===== src/rtl/des_pkg.sv =====
// des_pkg: shared DES constants and helpers.
//   - FSM state enum for the iterative engine
//   - permutation tables IP, IP_INV, E, P, PC1, PC2 (1-based, MSB = bit 1)
//   - S-boxes S1..S8 packed as 64 nibbles each, index = row*16 + col
//   - key rotation schedule and rotate helpers
//   - Feistel f-function built from the tables above
package des_pkg;

  typedef enum logic [1:0] {
    IDLE = 2'd0,
    BUSY = 2'd1,
    DONE = 2'd2
  } des_state_e;

  // Bit (j-1) set means round j rotates by one place, otherwise by two.
  localparam logic [15:0] SHIFT_ONE = 16'h8103;

  localparam logic [6:0] IP_TAB [64] = '{
    7'd58, 7'd50, 7'd42, 7'd34, 7'd26, 7'd18, 7'd10, 7'd2,
    7'd60, 7'd52, 7'd44, 7'd36, 7'd28, 7'd20, 7'd12, 7'd4,
    7'd62, 7'd54, 7'd46, 7'd38, 7'd30, 7'd22, 7'd14, 7'd6,
    7'd64, 7'd56, 7'd48, 7'd40, 7'd32, 7'd24, 7'd16, 7'd8,
    7'd57, 7'd49, 7'd41, 7'd33, 7'd25, 7'd17, 7'd9,  7'd1,
    7'd59, 7'd51, 7'd43, 7'd35, 7'd27, 7'd19, 7'd11, 7'd3,
    7'd61, 7'd53, 7'd45, 7'd37, 7'd29, 7'd21, 7'd13, 7'd5,
    7'd63, 7'd55, 7'd47, 7'd39, 7'd31, 7'd23, 7'd15, 7'd7};

  localparam logic [6:0] IP_INV_TAB [64] = '{
    7'd40, 7'd8, 7'd48, 7'd16, 7'd56, 7'd24, 7'd64, 7'd32,
    7'd39, 7'd7, 7'd47, 7'd15, 7'd55, 7'd23, 7'd63, 7'd31,
    7'd38, 7'd6, 7'd46, 7'd14, 7'd54, 7'd22, 7'd62, 7'd30,
    7'd37, 7'd5, 7'd45, 7'd13, 7'd53, 7'd21, 7'd61, 7'd29,
    7'd36, 7'd4, 7'd44, 7'd12, 7'd52, 7'd20, 7'd60, 7'd28,
    7'd35, 7'd3, 7'd43, 7'd11, 7'd51, 7'd19, 7'd59, 7'd27,
    7'd34, 7'd2, 7'd42, 7'd10, 7'd50, 7'd18, 7'd58, 7'd26,
    7'd33, 7'd1, 7'd41, 7'd9,  7'd49, 7'd17, 7'd57, 7'd25};

  localparam logic [6:0] E_TAB [48] = '{
    7'd32, 7'd1,  7'd2,  7'd3,  7'd4,  7'd5,  7'd4,  7'd5,
    7'd6,  7'd7,  7'd8,  7'd9,  7'd8,  7'd9,  7'd10, 7'd11,
    7'd12, 7'd13, 7'd12, 7'd13, 7'd14, 7'd15, 7'd16, 7'd17,
    7'd16, 7'd17, 7'd18, 7'd19, 7'd20, 7'd21, 7'd20, 7'd21,
    7'd22, 7'd23, 7'd24, 7'd25, 7'd24, 7'd25, 7'd26, 7'd27,
    7'd28, 7'd29, 7'd28, 7'd29, 7'd30, 7'd31, 7'd32, 7'd1};

  localparam logic [6:0] P_TAB [32] = '{
    7'd16, 7'd7,  7'd20, 7'd21, 7'd29, 7'd12, 7'd28, 7'd17,
    7'd1,  7'd15, 7'd23, 7'd26, 7'd5,  7'd18, 7'd31, 7'd10,
    7'd2,  7'd8,  7'd24, 7'd14, 7'd32, 7'd27, 7'd3,  7'd9,
    7'd19, 7'd13, 7'd30, 7'd6,  7'd22, 7'd11, 7'd4,  7'd25};

  localparam logic [6:0] PC1_TAB [56] = '{
    7'd57, 7'd49, 7'd41, 7'd33, 7'd25, 7'd17, 7'd9,
    7'd1,  7'd58, 7'd50, 7'd42, 7'd34, 7'd26, 7'd18,
    7'd10, 7'd2,  7'd59, 7'd51, 7'd43, 7'd35, 7'd27,
    7'd19, 7'd11, 7'd3,  7'd60, 7'd52, 7'd44, 7'd36,
    7'd63, 7'd55, 7'd47, 7'd39, 7'd31, 7'd23, 7'd15,
    7'd7,  7'd62, 7'd54, 7'd46, 7'd38, 7'd30, 7'd22,
    7'd14, 7'd6,  7'd61, 7'd53, 7'd45, 7'd37, 7'd29,
    7'd21, 7'd13, 7'd5,  7'd28, 7'd20, 7'd12, 7'd4};

  localparam logic [6:0] PC2_TAB [48] = '{
    7'd14, 7'd17, 7'd11, 7'd24, 7'd1,  7'd5,  7'd3,  7'd28,
    7'd15, 7'd6,  7'd21, 7'd10, 7'd23, 7'd19, 7'd12, 7'd4,
    7'd26, 7'd8,  7'd16, 7'd7,  7'd27, 7'd20, 7'd13, 7'd2,
    7'd41, 7'd52, 7'd31, 7'd37, 7'd47, 7'd55, 7'd30, 7'd40,
    7'd51, 7'd45, 7'd33, 7'd48, 7'd44, 7'd49, 7'd39, 7'd56,
    7'd34, 7'd53, 7'd46, 7'd42, 7'd50, 7'd36, 7'd29, 7'd32};

  localparam logic [255:0] SBOX [8] = '{
    256'hE4D12FB83A6C5907_0F74E2D1A6CB9538_41E8D62BFC973A50_FC8249175B3EA06D,
    256'hF18E6B34972DC05A_3D47F28EC01A69B5_0E7BA4D158C6932F_D8A13F42B67C05E9,
    256'hA09E63F51DC7B428_D709346A285ECBF1_D6498F30B12C5AE7_1AD069874FE3B52C,
    256'h7DE3069A1285BC4F_D8B56F03472C1AE9_A690CB7DF13E5284_3F06A1D8945BC72E,
    256'h2C417AB6853FD0E9_EB2C47D150FA3986_421BAD78F9C5630E_B8C71E2D6F09A453,
    256'hC1AF92680D34E75B_AF427C9561DE0B38_9EF528C3704A1DB6_432C95FABE17608D,
    256'h4B2EF08D3C975A61_D0B7491AE35C2F86_14BDC37EAF680592_6BD814A7950FE23C,
    256'hD2846FB1A93E50C7_1FD8A374C56B0E92_7B419CE206ADF358_21E74A8DFC90356B};

  function automatic logic [63:0] ip(input logic [63:0] d);
    logic [63:0] r;
    r = 64'd0;
    for (int unsigned i = 32'd0; i < 32'd64; i++) r[32'd63 - i] = d[32'd64 - 32'(IP_TAB[i])];
    return r;
  endfunction

  function automatic logic [63:0] ip_inv(input logic [63:0] d);
    logic [63:0] r;
    r = 64'd0;
    for (int unsigned i = 32'd0; i < 32'd64; i++) r[32'd63 - i] = d[32'd64 - 32'(IP_INV_TAB[i])];
    return r;
  endfunction

  function automatic logic [47:0] e_expand(input logic [31:0] d);
    logic [47:0] r;
    r = 48'd0;
    for (int unsigned i = 32'd0; i < 32'd48; i++) r[32'd47 - i] = d[32'd32 - 32'(E_TAB[i])];
    return r;
  endfunction

  function automatic logic [31:0] p_perm(input logic [31:0] d);
    logic [31:0] r;
    r = 32'd0;
    for (int unsigned i = 32'd0; i < 32'd32; i++) r[32'd31 - i] = d[32'd32 - 32'(P_TAB[i])];
    return r;
  endfunction

  function automatic logic [55:0] pc1(input logic [63:0] d);
    logic [55:0] r;
    r = 56'd0;
    for (int unsigned i = 32'd0; i < 32'd56; i++) r[32'd55 - i] = d[32'd64 - 32'(PC1_TAB[i])];
    return r;
  endfunction

  function automatic logic [47:0] pc2(input logic [55:0] d);
    logic [47:0] r;
    r = 48'd0;
    for (int unsigned i = 32'd0; i < 32'd48; i++) r[32'd47 - i] = d[32'd56 - 32'(PC2_TAB[i])];
    return r;
  endfunction

  // Outer bits select the row, inner four bits the column.
  function automatic logic [3:0] sbox(input int unsigned n, input logic [5:0] x);
    int unsigned pos;
    pos = 32'({x[5], x[0]}) * 32'd16 + 32'(x[4:1]);
    return SBOX[n][32'd255 - pos * 32'd4 -: 4];
  endfunction

  function automatic logic [31:0] feistel_f(input logic [31:0] r, input logic [47:0] k);
    logic [47:0] x;
    logic [31:0] s;
    x = e_expand(r) ^ k;
    s = 32'd0;
    for (int unsigned b = 32'd0; b < 32'd8; b++) s[32'd31 - b * 32'd4 -: 4] = sbox(b, x[32'd47 - b * 32'd6 -: 6]);
    return p_perm(s);
  endfunction

  // Out-of-range indices wrap harmlessly; they only occur outside BUSY.
  function automatic logic shift_is_two(input logic [4:0] j);
    return ~SHIFT_ONE[4'(j - 5'd1)];
  endfunction

  function automatic logic [27:0] rot_l(input logic [27:0] x, input logic two);
    return two ? {x[25:0], x[27:26]} : {x[26:0], x[27]};
  endfunction

  function automatic logic [27:0] rot_r(input logic [27:0] x, input logic two);
    return two ? {x[1:0], x[27:2]} : {x[0], x[27:1]};
  endfunction

endpackage


===== src/rtl/des_round.sv =====
// des_round: one combinational DES round including on-the-fly subkey.
//   l, r            : current Feistel halves
//   c, d            : current key halves
//   round_idx       : round number j (1..16)
//   decrypt         : 0 = rotate-then-use (K1..K16), 1 = use-then-rotate back (K16..K1)
//   l_next, r_next  : halves after the round
//   c_next, d_next  : key halves handed to the next round
module des_round
  import des_pkg::*;
(
  input  logic [31:0] l,
  input  logic [31:0] r,
  input  logic [27:0] c,
  input  logic [27:0] d,
  input  logic [4:0]  round_idx,
  input  logic        decrypt,
  output logic [31:0] l_next,
  output logic [31:0] r_next,
  output logic [27:0] c_next,
  output logic [27:0] d_next
);

  logic        two_s;
  logic [27:0] c_key_s;
  logic [27:0] d_key_s;
  logic [47:0] subkey_s;

  // Select subkey source halves and the halves passed on, per direction.
  always_comb begin
    two_s   = 1'b0;
    c_key_s = c;
    d_key_s = d;
    c_next  = c;
    d_next  = d;
    if (decrypt) begin
      // Decrypt walks the schedule backwards, so round j undoes shift 17-j.
      two_s   = shift_is_two(5'd17 - round_idx);
      c_key_s = c;
      d_key_s = d;
      c_next  = rot_r(c, two_s);
      d_next  = rot_r(d, two_s);
    end else begin
      two_s   = shift_is_two(round_idx);
      c_key_s = rot_l(c, two_s);
      d_key_s = rot_l(d, two_s);
      c_next  = c_key_s;
      d_next  = d_key_s;
    end
  end

  assign subkey_s = pc2({c_key_s, d_key_s});
  assign l_next   = r;
  assign r_next   = l ^ feistel_f(r, subkey_s);

endmodule


===== src/rtl/des_iter_core.sv =====
// des_iter_core: iterative DES encrypt/decrypt engine, ROUNDS_PER_CYCLE
// rounds per clock (1, 2, 4, 8 or 16), latency 16/ROUNDS_PER_CYCLE cycles.
//   CLK, RST_N                   : clock, async active-low reset
//   in_valid/in_ready            : input handshake (accepted only in IDLE)
//   in_data, in_key, in_decrypt  : block, key and direction, sampled on accept
//   out_valid/out_ready          : output handshake (result held until taken)
//   out_data                     : registered result block
module des_iter_core
  import des_pkg::*;
#(
  parameter int ROUNDS_PER_CYCLE = 1
) (
  input  logic        CLK,
  input  logic        RST_N,
  input  logic        in_valid,
  output logic        in_ready,
  input  logic [63:0] in_data,
  input  logic [63:0] in_key,
  input  logic        in_decrypt,
  output logic        out_valid,
  input  logic        out_ready,
  output logic [63:0] out_data
);

  localparam int       RPC   = ROUNDS_PER_CYCLE;
  localparam logic [4:0] RPC_W = 5'(ROUNDS_PER_CYCLE);

  if (!(RPC == 32'sd1 || RPC == 32'sd2 || RPC == 32'sd4 || RPC == 32'sd8 || RPC == 32'sd16)) begin : g_bad_rpc
    $error("des_iter_core: ROUNDS_PER_CYCLE must be 1, 2, 4, 8 or 16");
  end

  des_state_e  state_r;
  des_state_e  state_s;
  logic [4:0]  cnt_r;
  logic [31:0] l_r;
  logic [31:0] r_r;
  logic [27:0] c_r;
  logic [27:0] d_r;
  logic        mode_r;
  logic [63:0] out_data_r;
  logic        in_ready_r;
  logic        out_valid_r;
  logic        last_s;

  logic [31:0] l_s [0:RPC];
  logic [31:0] r_s [0:RPC];
  logic [27:0] c_s [0:RPC];
  logic [27:0] d_s [0:RPC];

  assign l_s[0] = l_r;
  assign r_s[0] = r_r;
  assign c_s[0] = c_r;
  assign d_s[0] = d_r;

  for (genvar k = 0; k < RPC; k++) begin : g_round
    des_round u_round (
      .l         (l_s[k]),
      .r         (r_s[k]),
      .c         (c_s[k]),
      .d         (d_s[k]),
      .round_idx (cnt_r + 5'(k) + 5'd1),
      .decrypt   (mode_r),
      .l_next    (l_s[k+1]),
      .r_next    (r_s[k+1]),
      .c_next    (c_s[k+1]),
      .d_next    (d_s[k+1])
    );
  end

  assign last_s = ((cnt_r + RPC_W) == 5'd16);

  // Next-state decode for the IDLE/BUSY/DONE handshake FSM.
  always_comb begin
    state_s = state_r;
    case (state_r)
      IDLE:    if (in_valid)  state_s = BUSY; else state_s = IDLE;
      BUSY:    if (last_s)    state_s = DONE; else state_s = BUSY;
      DONE:    if (out_ready) state_s = IDLE; else state_s = DONE;
      default: state_s = IDLE;
    endcase
  end

  // State register plus flopped handshake outputs decoded from next state.
  always_ff @(posedge CLK or negedge RST_N) begin
    if (!RST_N) begin
      state_r     <= IDLE;
      in_ready_r  <= 1'b1;
      out_valid_r <= 1'b0;
    end else begin
      state_r     <= state_s;
      in_ready_r  <= (state_s == IDLE);
      out_valid_r <= (state_s == DONE);
    end
  end

  // Datapath: load on accept, advance RPC rounds per BUSY cycle, capture result.
  always_ff @(posedge CLK or negedge RST_N) begin
    if (!RST_N) begin
      cnt_r      <= 5'd0;
      l_r        <= 32'd0;
      r_r        <= 32'd0;
      c_r        <= 28'd0;
      d_r        <= 28'd0;
      mode_r     <= 1'b0;
      out_data_r <= 64'd0;
    end else begin
      case (state_r)
        IDLE: begin
          if (in_valid) begin
            {l_r, r_r} <= ip(in_data);
            {c_r, d_r} <= pc1(in_key);
            mode_r     <= in_decrypt;
            cnt_r      <= 5'd0;
          end
        end
        BUSY: begin
          l_r   <= l_s[RPC];
          r_r   <= r_s[RPC];
          c_r   <= c_s[RPC];
          d_r   <= d_s[RPC];
          cnt_r <= cnt_r + RPC_W;
          // Final swap: preoutput is {R16, L16}.
          if (last_s) out_data_r <= ip_inv({r_s[RPC], l_s[RPC]});
        end
        default: begin
        end
      endcase
    end
  end

  assign in_ready  = in_ready_r;
  assign out_valid = out_valid_r;
  assign out_data  = out_data_r;

endmodule


===== config.mk =====
export PLATFORM = sky130hd
export DESIGN_NAME = des_iter_core
export DESIGN_NICKNAME = d
export VERILOG_FILES = /design/src/rtl/des_pkg.sv /design/src/rtl/des_round.sv /design/src/rtl/des_iter_core.sv
export SDC_FILE = /design/constraint.sdc
export NUM_CORES = 1
export LEC_CHECK = 0
export ABC_AREA = 1
export BUFFER_PORTS_ARGS = -buffer_cell sky130_fd_sc_hd__buf_2
export CAP_MARGIN = 10
export CORE_MARGIN = 5
export CORE_UTILIZATION = 50
export CTS_BUF_LIST = sky130_fd_sc_hd__clkbuf_8
export DETAILED_ROUTE_END_ITERATION = 16
export GPL_ROUTABILITY_DRIVEN = 0
export PLACE_DENSITY_LB_ADDON = 0.08
export SYNTH_ARGS = -nofsm -noshare
export SYNTH_HDL_FRONTEND = slang
export SYNTH_SLANG_ARGS = --single-unit

===== constraint.sdc =====
create_clock -name CLK -period 4.6 [get_ports CLK]
set_input_delay 0.69 -clock CLK [delete_from_list [all_inputs] [get_ports CLK]]
set_output_delay 0.69 -clock CLK [all_outputs]
set_load 0.05 [all_outputs]

==> run summary <==
Clock tree synthesis inserted a total of 17 buffers. Synthesis inferred 194 register bits. In this run the count of I/O pins placed on the die edge is 199.

For the iteration count of the initial detailed-routing pass, the log shows 6. The area added between synthesis and finish is 9.15%, and the area of the mapped netlist is 0.0172 mm². 0 antenna diodes ended up in the layout. Type of the setup path with the least slack: reg2reg.

Category of the worst setup path launch point: a register. The maximum fanout along the worst path was 23; the fraction of registers with async set or reset after synthesis was 100%. Clock tree synthesis found a total of 194 sinks. At the worst endpoint, the arrival time is 4.52 ns. Based on the critical path, the design can be clocked at up to 0.243 GHz.

The final wirelength was 63800 µm. The share of the Yosys chip area taken by registers is 28.3%. In this run the horizontal extent of the chip is 195 µm. The transition time at the pin with the least slew margin is 0.975 ns, and the number of pins with negative max-slew slack in the final report is 0. Following the worst setup path forward leads to its endpoint at r_r[14]$_DFFE_PN0P_. The dominant cell type by count on the critical path is sky130_fd_sc_hd__nand2_1. The largest incremental delay on the critical path was 0.51 ns.

Tracing the worst setup path back leads to its startpoint at cnt_r[0]$_DFFE_PN0P_. The via density per instance came out at 5.93. Yosys printed 0 warnings. The clock reaches the later pin of the worst-skew pair after 0.54 ns. The clock-pin slew reported for the worst setup and hold paths after clock tree synthesis was 0.11 ns; the maximum number of pins on one net before global-route repair was 103. The logic depth of the worst register-to-register path is 25, and the post-synthesis cell count is 2755.

Final core utilization: 55.6%. Counting instances in the post-synthesis netlist gives the leading cell types as 1002 x sky130_fd_sc_hd__nand2_1, 582 x sky130_fd_sc_hd__nand3_1, 193 x sky130_fd_sc_hd__dfrtp_1. Register-to-register setup slack: 0.49 ns. In this run, the number of DRC markers left after iteration 0 of detailed routing was 2374. The layout net count came out at 3061.

The run finished with clean final reports. When the netlist entered floorplanning its net count stood at 2953. For this design, the CTS-stage hold fixing added 0 buffers. The count of nets left with antenna violations once routing finished came out at 0. The routed layout has 19696 vias. The core outline area was 0.0337 mm². In this run, synthesis inferred 0 flip-flops with an integrated enable. The clock tree synthesis step divided the H-tree into 4 levels.

At the worst endpoint, the required time is 5.01 ns. The run gives 0 as the number of antenna violations at the first check in global routing. In the finished design, the share of the clock period the worst path needs comes to 89.4%. For the number of buffers inserted by post-CTS setup repair, the log shows 0.

The critical path's slowest cell was sky130_fd_sc_hd__dfrtp_1. Worst flop-to-flop path startpoint: cnt_r[0]$_DFFE_PN0P_. Setup repair after global routing left no endpoint under its margin. The height of the chip was 195 µm; the post-route standard cell area excluding fillers was 0.0187 mm².

The top cell type by area accounts for 28.1% of the synthesized area. For this run, the total global-route usage over all layers was measured as 32.5%. The run gives 0 as the global route total overflow. The logs give 41 for the number of distinct library cells after synthesis and 0 for the final routed DRC violation total. Gates resized during post-CTS repair numbered 0.

TritonCTS built the clock tree. Yosys instantiated no cell more often than sky130_fd_sc_hd__nand2_1. The commonest register cell after synthesis was sky130_fd_sc_hd__dfrtp_1. The floorplan has 67 rows.

The number of global-route vias before repair is 18045, and the mean instance size in the synthesized netlist is 6.23 µm². The headroom to the max-slew limit came out at 35.0%. Setup total negative slack on the finished layout was measured at 0 ns. Initial cell density of the core: 50.9%. The number of hold violations in the final report is 0, and the quantity of I/O buffers inserted on ports is 190. In this run the deepest clock path goes through 2 buffers.

The run gives 0 as the max capacitance violation total. By area the synthesized netlist is led by sky130_fd_sc_hd__dfrtp_1 28%, sky130_fd_sc_hd__nand2_1 22%, sky130_fd_sc_hd__nand3_1 17%. The cell taking the most area after synthesis is sky130_fd_sc_hd__dfrtp_1.

Subtracting the final worst setup slack from the clock period gives 4.11 ns. The tools report the area after detailed placement as 0.0184 mm². The die covers 0.0381 mm².

The HPWL after detailed placement is 47900 µm. Hold is met by 0.218 ns. In this run the worst hold path is classified as in2async. Setup violations remaining at the end of the flow were counted as 0. The worst setup path is captured at a register. In the final routed layout, each cell accounts on average for 19.2 µm.

The tree is rooted in a sky130_fd_sc_hd__clkbuf_8. Of the cells placed in the final design, the portion with a size suffix greater than 1 is 12.1%. The capture point of the worst reg-to-reg path was r_r[14]$_DFFE_PN0P_.

The final clock skew is 0.0260 ns. The run gives 99900 µm as the global-route wire length before repair.
## state kept, by name (all words and copies together), names as in the netlist
| name | count |
|---|---|
| l_r | 32 |
| r_r | 32 |
| c_r | 28 |
| state_r | 2 |
| out_data | 64 |
| d_r | 28 |
| mode_r | 1 |
| in_ready | 1 |
| cnt_r | 5 |
| out_valid | 1 |
## placed cells by master (no fill, tap or decap), drive strengths merged
master | synthesis | final
a21oi | 78 | 78
o31ai | 2 | 2
o21ai | 126 | 126
nor3 | 33 | 33
nor2 | 142 | 142
nand4 | 3 | 3
nand2 | 1034 | 1034
ha | 65 | 65
xnor2 | 1 | 1
dfstp | 1 | 1
o211ai | 48 | 48
clkinv | 3 | 8
nand3b | 1 | 1
or2 | 2 | 2
o21a | 1 | 1
clkbuf | 75 | 18
o221ai | 10 | 10
dfrtp | 193 | 193
buf | 54 | 217
nand3 | 595 | 595
a221oi | 32 | 32
xor2 | 10 | 10
bufinv | 0 | 1
a22oi | 2 | 2
inv | 207 | 213
clkinvlp | 0 | 3
o22ai | 37 | 37
## worst min-delay path by stage
stage                                        start                       end  slack [ns]  cells after the start
after floorplan                              RST_N        c_r[0]$_DFFE_PN0P_        0.39                      0
after global placement    out_data[48]$_DFFE_PN0P_  out_data[48]$_DFFE_PN0P_        0.46                      2
after detailed placement  out_data[42]$_DFFE_PN0P_  out_data[42]$_DFFE_PN0P_        0.46                      2
after CTS                                    RST_N      cnt_r[4]$_DFFE_PN0P_        0.22                      1
after global routing                         RST_N      cnt_r[4]$_DFFE_PN0P_        0.25                      1
final                                        RST_N      cnt_r[1]$_DFFE_PN0P_        0.22                      1
## final cells by class
class                   count  area (µm²)
well taps                 448         561
fillers                  3541       15000
inverters                 210         792
repair buffers            218        1220
multi-input cells        2222       10900
flip-flops and latches    194        4860
clock buffers              17         234
clock inverters            15         149
## critical path: cells and delay by family, from the launching register on
kind	cells	cell delay, ns
and+or+nand+nor	19	2.35
buffers and inverters	4	0.32
DFF	1	0.51
adders and majority gates	2	0.77
## cell families (layout without fill, tap and decap cells)
family | Yosys count | count (layout) | synth area share (%)
AO/OA/AOI/OAI | 336 | 336 | 12.2
XOR/XNOR | 11 | 11 | 1.15
adder cells (fa/ha/maj) | 65 | 65 | 4.74
buffers and inverters | 339 | 460 | 8.22
flip-flops | 194 | 194 | 28.3
AND/OR/NAND/NOR | 1810 | 1810 | 45.4
## per-stage QoR
step	std cells	worst slack [ns]
2_1_floorplan	2755	1.25
3_3_place_gp	3292	0.656
3_5_place_dp	3292	0.581
4_1_cts	3324	0.557
5_1_grt	3324	0.132
6_report	3324	0.487
## routing by layer
| layer | wire length [µm] | GRT usage [%] | up-vias |
|---|---|---|---|
| li1 | - | - | 9381 |
| met1 | 27200 | 45.6 | 9160 |
| met2 | 28200 | 50.6 | 1025 |
| met3 | 5830 | 5.08 | 130 |
| met4 | 2630 | 12.6 | 0 |
| met5 | 0 | 0 | - |
Power is not shown: default switching activity piles up to over one toggle a cycle in this logic, so the estimate is an artifact.
